File: src/rtl/sram_audio_streamer.sv
// PCM playback engine: reads 1- or 2-channel samples from async SRAM
// and presents one frame every CLK_DIV cycles to the DAC driver.
module sram_audio_streamer #(
   parameter int ADDR_W    = 20,
   parameter int DATA_W    = 16,
   parameter int NUM_CH    = 2,
   parameter int CLK_DIV   = 1042,
   parameter int READ_WAIT = 2
) (
   input  logic              Clk,
   input  logic              reset,
   input  logic              start,
   input  logic              stop,
   input  logic              pause,
   input  logic              loop_en,
   input  logic [ADDR_W-1:0] start_addr,
   input  logic [ADDR_W-1:0] length,
   input  logic [DATA_W-1:0] SRAM_DQ,
   output logic [ADDR_W-1:0] SRAM_ADDR,
   output logic              SRAM_CE_N,
   output logic              SRAM_OE_N,
   output logic              SRAM_WE_N,
   output logic              SRAM_UB_N,
   output logic              SRAM_LB_N,
   output logic [DATA_W-1:0] sample_l,
   output logic [DATA_W-1:0] sample_r,
   output logic              sample_valid,
   output logic              busy,
   output logic              done
);

   localparam int TW = (CLK_DIV > 1) ? $clog2(CLK_DIV) : 1;
   localparam int RW = (READ_WAIT > 1) ? $clog2(READ_WAIT) : 1;
   localparam logic [TW-1:0] T_LAST = TW'(CLK_DIV - 1);
   localparam logic [RW-1:0] R_LAST = RW'(READ_WAIT - 1);
   localparam logic [ADDR_W-1:0] N_CH = ADDR_W'(NUM_CH);

   typedef enum logic [1:0] {
      IDLE, WAIT_TICK, READ, PRESENT
   } state_t;

   state_t state, state_nx;

   logic [TW-1:0]     timer;
   logic [RW-1:0]     rw;
   logic              ch;
   logic [ADDR_W-1:0] cur_addr;
   logic [ADDR_W-1:0] words_left;
   logic [ADDR_W-1:0] base;
   logic [ADDR_W-1:0] len;
   logic              loop_q;
   logic [DATA_W-1:0] hold_l;
   logic              done_short;
   logic              tick, rd, rd_last, ch_last, go, last_word;

   assign go        = start && !stop;
   assign tick      = (state == WAIT_TICK) && !pause && (timer == T_LAST);
   assign rd        = (state == READ);
   assign rd_last   = rd && (rw == R_LAST);
   assign ch_last   = (NUM_CH == 1) || ch;
   assign last_word = (words_left == '0);

   always_ff @(posedge Clk) begin
      if (reset) state <= IDLE;
      else       state <= state_nx;
   end

   always_comb begin
      state_nx = state;
      unique case (state)
         IDLE:
            if (go && length >= N_CH) state_nx = WAIT_TICK;
         WAIT_TICK:
            if (stop)      state_nx = IDLE;
            else if (tick) state_nx = READ;
         READ:
            if (stop)                    state_nx = IDLE;
            else if (rd_last && ch_last) state_nx = PRESENT;
         PRESENT:
            if (stop || (last_word && !loop_q)) state_nx = IDLE;
            else                                state_nx = WAIT_TICK;
         default: state_nx = IDLE;
      endcase
   end

   always_ff @(posedge Clk) begin
      if (reset) begin
         timer      <= '0;
         rw         <= '0;
         ch         <= 1'b0;
         cur_addr   <= '0;
         words_left <= '0;
         base       <= '0;
         len        <= '0;
         loop_q     <= 1'b0;
         hold_l     <= '0;
         sample_l   <= '0;
         sample_r   <= '0;
         done_short <= 1'b0;
      end else begin
         done_short <= (state == IDLE) && go && (length < N_CH);
         if (state == IDLE || stop) begin
            timer <= '0;
            rw    <= '0;
            ch    <= 1'b0;
            if (state == IDLE && go) begin
               base       <= start_addr;
               len        <= length;
               loop_q     <= loop_en;
               cur_addr   <= start_addr;
               words_left <= length;
            end
         end else begin
            // timer keeps running through READ/PRESENT so frames stay evenly spaced
            if (!pause) timer <= (timer == T_LAST) ? '0 : timer + TW'(1);
            if (rd) rw <= rd_last ? '0 : rw + RW'(1);
            if (rd_last) begin
               cur_addr   <= cur_addr + ADDR_W'(1);
               words_left <= words_left - ADDR_W'(1);
               if (ch_last) begin
                  ch       <= 1'b0;
                  sample_l <= (NUM_CH == 1) ? SRAM_DQ : hold_l;
                  sample_r <= SRAM_DQ;
               end else begin
                  ch     <= 1'b1;
                  hold_l <= SRAM_DQ;
               end
            end
            if (state == PRESENT && last_word && loop_q) begin
               cur_addr   <= base;
               words_left <= len;
            end
         end
      end
   end

   assign SRAM_ADDR    = cur_addr;
   assign SRAM_CE_N    = !rd;
   assign SRAM_OE_N    = !rd;
   assign SRAM_UB_N    = !rd;
   assign SRAM_LB_N    = !rd;
   assign SRAM_WE_N    = 1'b1;
   assign sample_valid = (state == PRESENT);
   assign busy         = (state != IDLE);
   assign done         = done_short || ((state == PRESENT) && last_word);

endmodule
File: config.mk
export PLATFORM = sky130hd
export DESIGN_NAME = sram_audio_streamer
export DESIGN_NICKNAME = d
export VERILOG_FILES = /design/src/rtl/sram_audio_streamer.sv
export SDC_FILE = /design/constraint.sdc
export NUM_CORES = 1
export LEC_CHECK = 0
export CAP_MARGIN = 20
export CORE_ASPECT_RATIO = 0.75
export CORE_MARGIN = 2
export CORE_UTILIZATION = 39
export CTS_CLUSTER_SIZE = 14
export DETAILED_ROUTE_END_ITERATION = 10
export DONT_BUFFER_PORTS = 1
export GPL_TIMING_DRIVEN = 0
export MAX_ROUTING_LAYER = met4
export PLACE_DENSITY = 0.56
export SLEW_MARGIN = 20
export SYNTH_ARGS = -nofsm -noshare
export SYNTH_HDL_FRONTEND = slang
export SYNTH_SLANG_ARGS = --single-unit
File: constraint.sdc
create_clock -name Clk -period 2.5 [get_ports Clk]
set_clock_uncertainty 0.2 [all_clocks]
set_input_delay 0.125 -clock Clk [delete_from_list [all_inputs] [get_ports Clk]]
set_output_delay 0.125 -clock Clk [all_outputs]
set_load 0.1 [all_outputs]
# Word-level counts from Yosys, hierarchy flattened
# Index checks and enable logic that the tools add are counted.
[classes] shifts=0 multipliers=0 mux=18 n_reduce_logical=28 n_addsub=4 n_eq_ne=8 bitwise_logic=2 n_lt_le_gt_ge=2 div_mod_pow=0
[op_table] cell="two-way mux 20 bit" n=8
[op_table] cell="adder 20 x 1 -> 20 bit, second input constant" n=1
[op_table] cell=">= comparator 20 x 2 -> 1 bit, second input constant" n=1
[op_table] cell="zero test 20 bit" n=1
[op_table] cell="< comparator 20 x 2 -> 1 bit, second input constant" n=1
[op_table] cell="subtractor 20 x 1 -> 20 bit, second input constant" n=1
[op_table] cell="adder 11 x 1 -> 11 bit, second input constant" n=1
[op_table] cell="equality test 11 bit, second input constant" n=1
[op_table] cell="logical AND 1 bit" n=11
[op_table] cell="two-way mux 11 bit" n=1
[op_table] cell="two-way mux 2 bit" n=5
[op_table] cell="AND reduction 3 bit" n=3
[op_table] cell="case mux 2 bit (4 select lines)" n=1
[op_table] cell="equality test 2 bit, second input constant" n=2
[op_table] cell="zero test 1 bit" n=4
[op_table] cell="!= test 2 bit, second input constant" n=2
[op_table] cell="AND reduction 2 bit" n=2
[op_table] cell="logical OR 1 bit" n=3
[op_table] cell="two-way mux 1 bit" n=3
[op_table] cell="!= test 3 x 2 -> 1 bit, second input constant" n=1
[op_table] cell="!= test 3 bit, second input constant" n=1
[op_table] cell="nonzero test 3 bit" n=1
[op_table] cell="equality test 2 x 1 -> 1 bit, second input constant" n=1
[op_table] cell="zero test 2 bit" n=1
[op_table] cell="other kinds (4)" n=5
[totals] wordCells=75 mem_bits_rw=0 rom_bits=0 mem_count=0 in_bits=62 latch_bits=0 reg_bits=145

# Logic depth before layout (Yosys ltp)
[depth] depth_word=6 ltp_mapped=10 depth_no_buf=8

# Least setup slack after synthesis
# OpenSTA, ideal clock, no wires.
[synth_timing] path_type="reg-to-reg" from="register cur_addr[0] (netlist: SRAM_ADDR[0])" to="register cur_addr[16] (netlist: SRAM_ADDR[16])" slack_ns=-0.342 required_time_ns=2.208 period_less_slack_ns=2.842 stages_incl_launch_ff=8 arrival_time_ns=2.549 setup_ns=0.092 path_cell_list="dfxtp_1 -> ha_1 -> and4_1 -> nand4_1 -> nor2_1 -> nand2_1 -> o31a_1 -> o32ai_1"
[synth_via] elab_chain_len=4
[synth_lines] element="start, declared" line="47" text="logic [ADDR_W-1:0] cur_addr;"
[synth_lines] element="start signal, assigned" line="110" text="cur_addr <= start_addr;"
[synth_lines] element="start signal, assigned" line="118" text="cur_addr <= cur_addr + ADDR_W'(1);"
[synth_lines] element="start signal, assigned" line="130" text="cur_addr <= base;"
[synth_lines] element="adder 20 x 1 -> 20 bit" line="118"
[synth_lines] element="two-way mux 20 bit" line="117" text="if (rd_last) begin"
[synth_lines] element="two-way mux 20 bit" line="129" text="if (state == PRESENT && last_word && loop_q) begin"
[synth_lines] element="two-way mux 20 bit" line="102" text="if (state == IDLE || stop) begin"
# No other way between the ends. The select of a mux whose other input is x is not followed.
# A chain may end at the register's enable or synchronous reset.

# Worst setup path in the final report
[layout_timing] from="register state[1]" to="register words_left[11]"
[layout_via] elab_chain_len=5 word_cells_on_any_way=13 classes_between="eq/ne: 3; mux: 2; reduce/logical: 8"
[layout_lines] element="start, declared" line="42" text="state_t state, state_nx;"
[layout_lines] element="start signal, assigned" line="65" text="else state <= state_nx;"
[layout_lines] element="equality test 2 bit" line="129"
[layout_lines] element="logical AND 1 bit (2 in a row)" line="129"
[layout_lines] element="nonzero test 3 bit (no line) or two-way mux 20 bit (tied branches)"
[layout_lines] element="AND reduction 2 bit (no line) or two-way mux 20 bit (tied branches)"
[layout_lines] element="end signal, assigned" line="111" text="words_left <= length;"
[layout_lines] element="end signal, assigned" line="119" text="words_left <= words_left - ADDR_W'(1);"
[layout_lines] element="end signal, assigned" line="131" text="words_left <= len;"
[layout_lines] element="end, declared" line="48" text="logic [ADDR_W-1:0] words_left;"
# Parallel ways exist; a longest one is shown, timed or not.

==> impl_metrics.json <==
{
  "required_ns": 2.62,
  "die_h_um": 118,
  "grt_busiest_layer": "met1",
  "antenna_found_initial": 0,
  "vias": 6794,
  "grt_use_met3_pct": 7.25,
  "synth_area_leaders": "dfxtp_1, nand2_1, a21oi_1",
  "place_congestion": 0.941,
  "critPathMaxFanout": 10,
  "hold_viol_final": 0,
  "synth_most_common_cell": "nand2_1",
  "crit_buf_inv": 3,
  "grt_pass1_vias": 6249,
  "tightest_slew_ns": 1.12,
  "die_w_um": 156,
  "drt_pass1_iterations": 5,
  "area_growth_syn_to_layout_pct": 34.3,
  "critPathLaunchType": "register",
  "critical-path-top-delay-family": "buffers and inverters",
  "cp-end-kind": "register",
  "cts_buffers": 17,
  "cap_violations": 0,
  "violations": "setup timing",
  "grt_pass1_wl_um": 35700,
  "met1_usage_pct": 36.5,
  "met2_usage_pct": 36.0,
  "max_stage_delay_ns": 0.55,
  "synth_top_area_share_pct": 43.0,
  "grt-ovfl-total": 0,
  "clk_latency_ns": 0.44,
  "hold_path_class": "in2reg",
  "setup_viol": 18,
  "synth_async_sr_flop_share_pct": 0,
  "cts-root-buf": "clkbuf_16",
  "port_buffers": 0,
  "die_area_sq_um": 18400,
  "stdcell_count": 1205,
  "fin_crit_sh_pct": 103,
  "yosys-top-cells-count": "nand2_1, dfxtp_1, a21oi_1, nor2_1, clkbuf_1",
  "finalWirelength_um": 23600,
  "yosysWarnings": 0,
  "holdPathStages": 5,
  "avgSynthCellArea_sq_um": 7.72,
  "p_leak_nw": 3.17,
  "grt_usage_pct": 25.7,
  "ant_nets": 0,
  "start_util_pct": 40.0,
  "cp.depth": 8,
  "synth_fp_nets": 940,
  "p_per_area_nw_per_um2": 671,
  "num_rows": 41,
  "fmax_mhz": 388,
  "synth_top_flop_cell": "dfxtp_1",
  "drive_gt1_share_pct": 19.2,
  "hpwl_um": 15400,
  "clk_transition_reported_paths_ns": 0.07,
  "ys_seq_area_share_pct": 43.0,
  "relSlewSlack_pct": 25.0,
  "ys_ff_latch": 145,
  "crit_start": "state[1]",
  "crit_slowest_cell": "clkinvlp_4",
  "core_area_sq_um": 16900,
  "netlist_area_sq_um": 6740,
  "cts.sinks": 145,
  "first_iter_violations": 673,
  "path_class": "reg2reg",
  "crit_chain": "nor2_4 > clkinvlp_4 > nand2b_4 > clkbuf_8 > buf_4 > o21ai_0 > a21oi_1 > o32ai_2",
  "cts_tree": "built",
  "fin_nets": 1043,
  "outcome": "finished with violations",
  "synth_top_area_cell": "dfxtp_1",
  "vdd_drop_max_mv": 0.425,
  "clk_path_buf_depth": 2,
  "tns_ns": -0.625,
  "grt_start_max_net_pins": 19,
  "post-route-min-period_ns": 2.57,
  "arrival_ns": 2.69,
  "r2r_slack_ns": -0.07,
  "slew_violations": 0,
  "rsz0062_at_grt": "true",
  "htree_levels": 4,
  "reg2reg_depth": 8,
  "synth-edff-count": 0,
  "post-place-cells": 1089,
  "n_antenna_cell": 0,
  "fin_ws_ns": -0.0746,
  "endpoint": "words_left[11]",
  "viasPerCell": 5.64,
  "ys_types": 60,
  "routedWlPerCell_um": 19.6,
  "reg2reg_to": "words_left[11]",
  "reg2reg_from": "state[1]",
  "pin_count": 122,
  "drc_errors": 0,
  "syn-instance-count": 874
}
==> cells by family after synthesis <==
logic type,Yosys count,synth area share (%)
simple gates,381,25.4
compound gates,233,21.1
flops,145,43.0
fa+ha+maj,4,0.742
other cells,1,0.0556
xor+xnor,34,4.42
buf+inv,76,5.31
==> power by group <==
group	internal (W)	switching, W	leakage, nW
registers	0.00239	0.000284	1.19
logic	0.000350	0.000445	1.69
clock network	0.00136	0.00124	0.294
==> flip-flops by register name, indices dropped and copies added (netlist names), 2 cells and up <==
name,flops
timer,11
len,20
sample_r,16
state,2
words_left,20
base,20
hold_l,16
sample_l,16
SRAM_ADDR,20
==> metrics by stage <==
stage	setup slack (ns)	hold WS, ns	util, %	cell area (sq um)	power [W]
CTS	0.00564	0.0535	51.1	8620	0.00600
finish	-0.0746	0.0838	53.7	9060	0.00607
floorplan	-0.128	0.0610	-	6750	0.00309
global route	-0.145	0.0975	53.7	9060	0.00627
detailed placement	-0.864	0.0672	41.6	7020	0.00324
global placement	-0.835	0.0635	41.6	7020	0.00324
==> area by class of cell <==
| type | count | area (sq um) |
|---|---|---|
| multi-input cells | 653 | 3860 |
| clock buffers | 17 | 425 |
| flip-flops and latches | 145 | 2950 |
| fillers | 1588 | 7820 |
| clock inverters | 15 | 188 |
| well taps | 215 | 269 |
| plain buffers | 65 | 469 |
| repair buffers | 86 | 856 |
| inverters | 9 | 43.8 |
==> metal layers <==
layer  share of wire (%)  routed length [um]  vias up
li1                    -                   -     3268
met1                  47               11100     3227
met2                  43               10100      270
met3                 9.0                2110       29
met4                 1.3                 301        0
met5                   0                   0        -
==> cell usage in the layout, fill, tap and decap left out, drive strengths merged, types with 2 or more instances in the layout <==
| master | n |
|---|---|
| nand2 | 229 |
| dfxtp | 145 |
| a21oi | 129 |
| dlygate4sd3 | 61 |
| clkbuf | 57 |
| nor2 | 56 |
| buf | 50 |
| o21ai | 23 |
| o211ai | 22 |
| nand3 | 20 |
| nor3 | 19 |
| xor2 | 18 |
| a211oi | 17 |
| xnor2 | 16 |
| nor4 | 13 |
| inv | 12 |
| o32ai | 10 |
| nand4 | 10 |
| a311oi | 9 |
| clkinv | 9 |
| and4 | 7 |
| nor3b | 4 |
| or3 | 4 |
| a21o | 4 |
| a31oi | 4 |
| ha | 4 |
| clkinvlp | 3 |
| nand2b | 3 |
| nor4b | 3 |
| nor2b | 3 |
| and2 | 2 |
| o31ai | 2 |
| a31o | 2 |
| o21a | 2 |
| o221a | 2 |
| or4 | 2 |
==> worst register-to-register path: cells and delay by family (launching register included) <==
kind | cells | cell delay [ns]
compound gates | 3 | 0.43
flops | 1 | 0.38
buf+inv | 3 | 0.98
simple gates | 2 | 0.46
==> timing repair <==
action	4_1_cts	5_1_grt
cloned	2	3
hold endpoints to repair	121	0
endpoints found under the setup margin	147	107
setup buffers	16	5
pin swaps	6	20
gates resized for setup	87	104
hold buffers	60	0
==> worst min-delay path by stage <==
stage	startpoint	endpoint	slack [ns]
2_1_floorplan	length[17]	len[17]	0.06
3_3_place_gp	SRAM_DQ[9]	sample_r[9]	0.06
3_5_place_dp	SRAM_DQ[14]	sample_r[14]	0.07
4_1_cts	start	SRAM_ADDR[10]	0.05
5_1_grt	start	SRAM_ADDR[12]	0.1
6_report	start	SRAM_ADDR[12]	0.08
No activity file was read; power rests on OpenSTA's default activity.
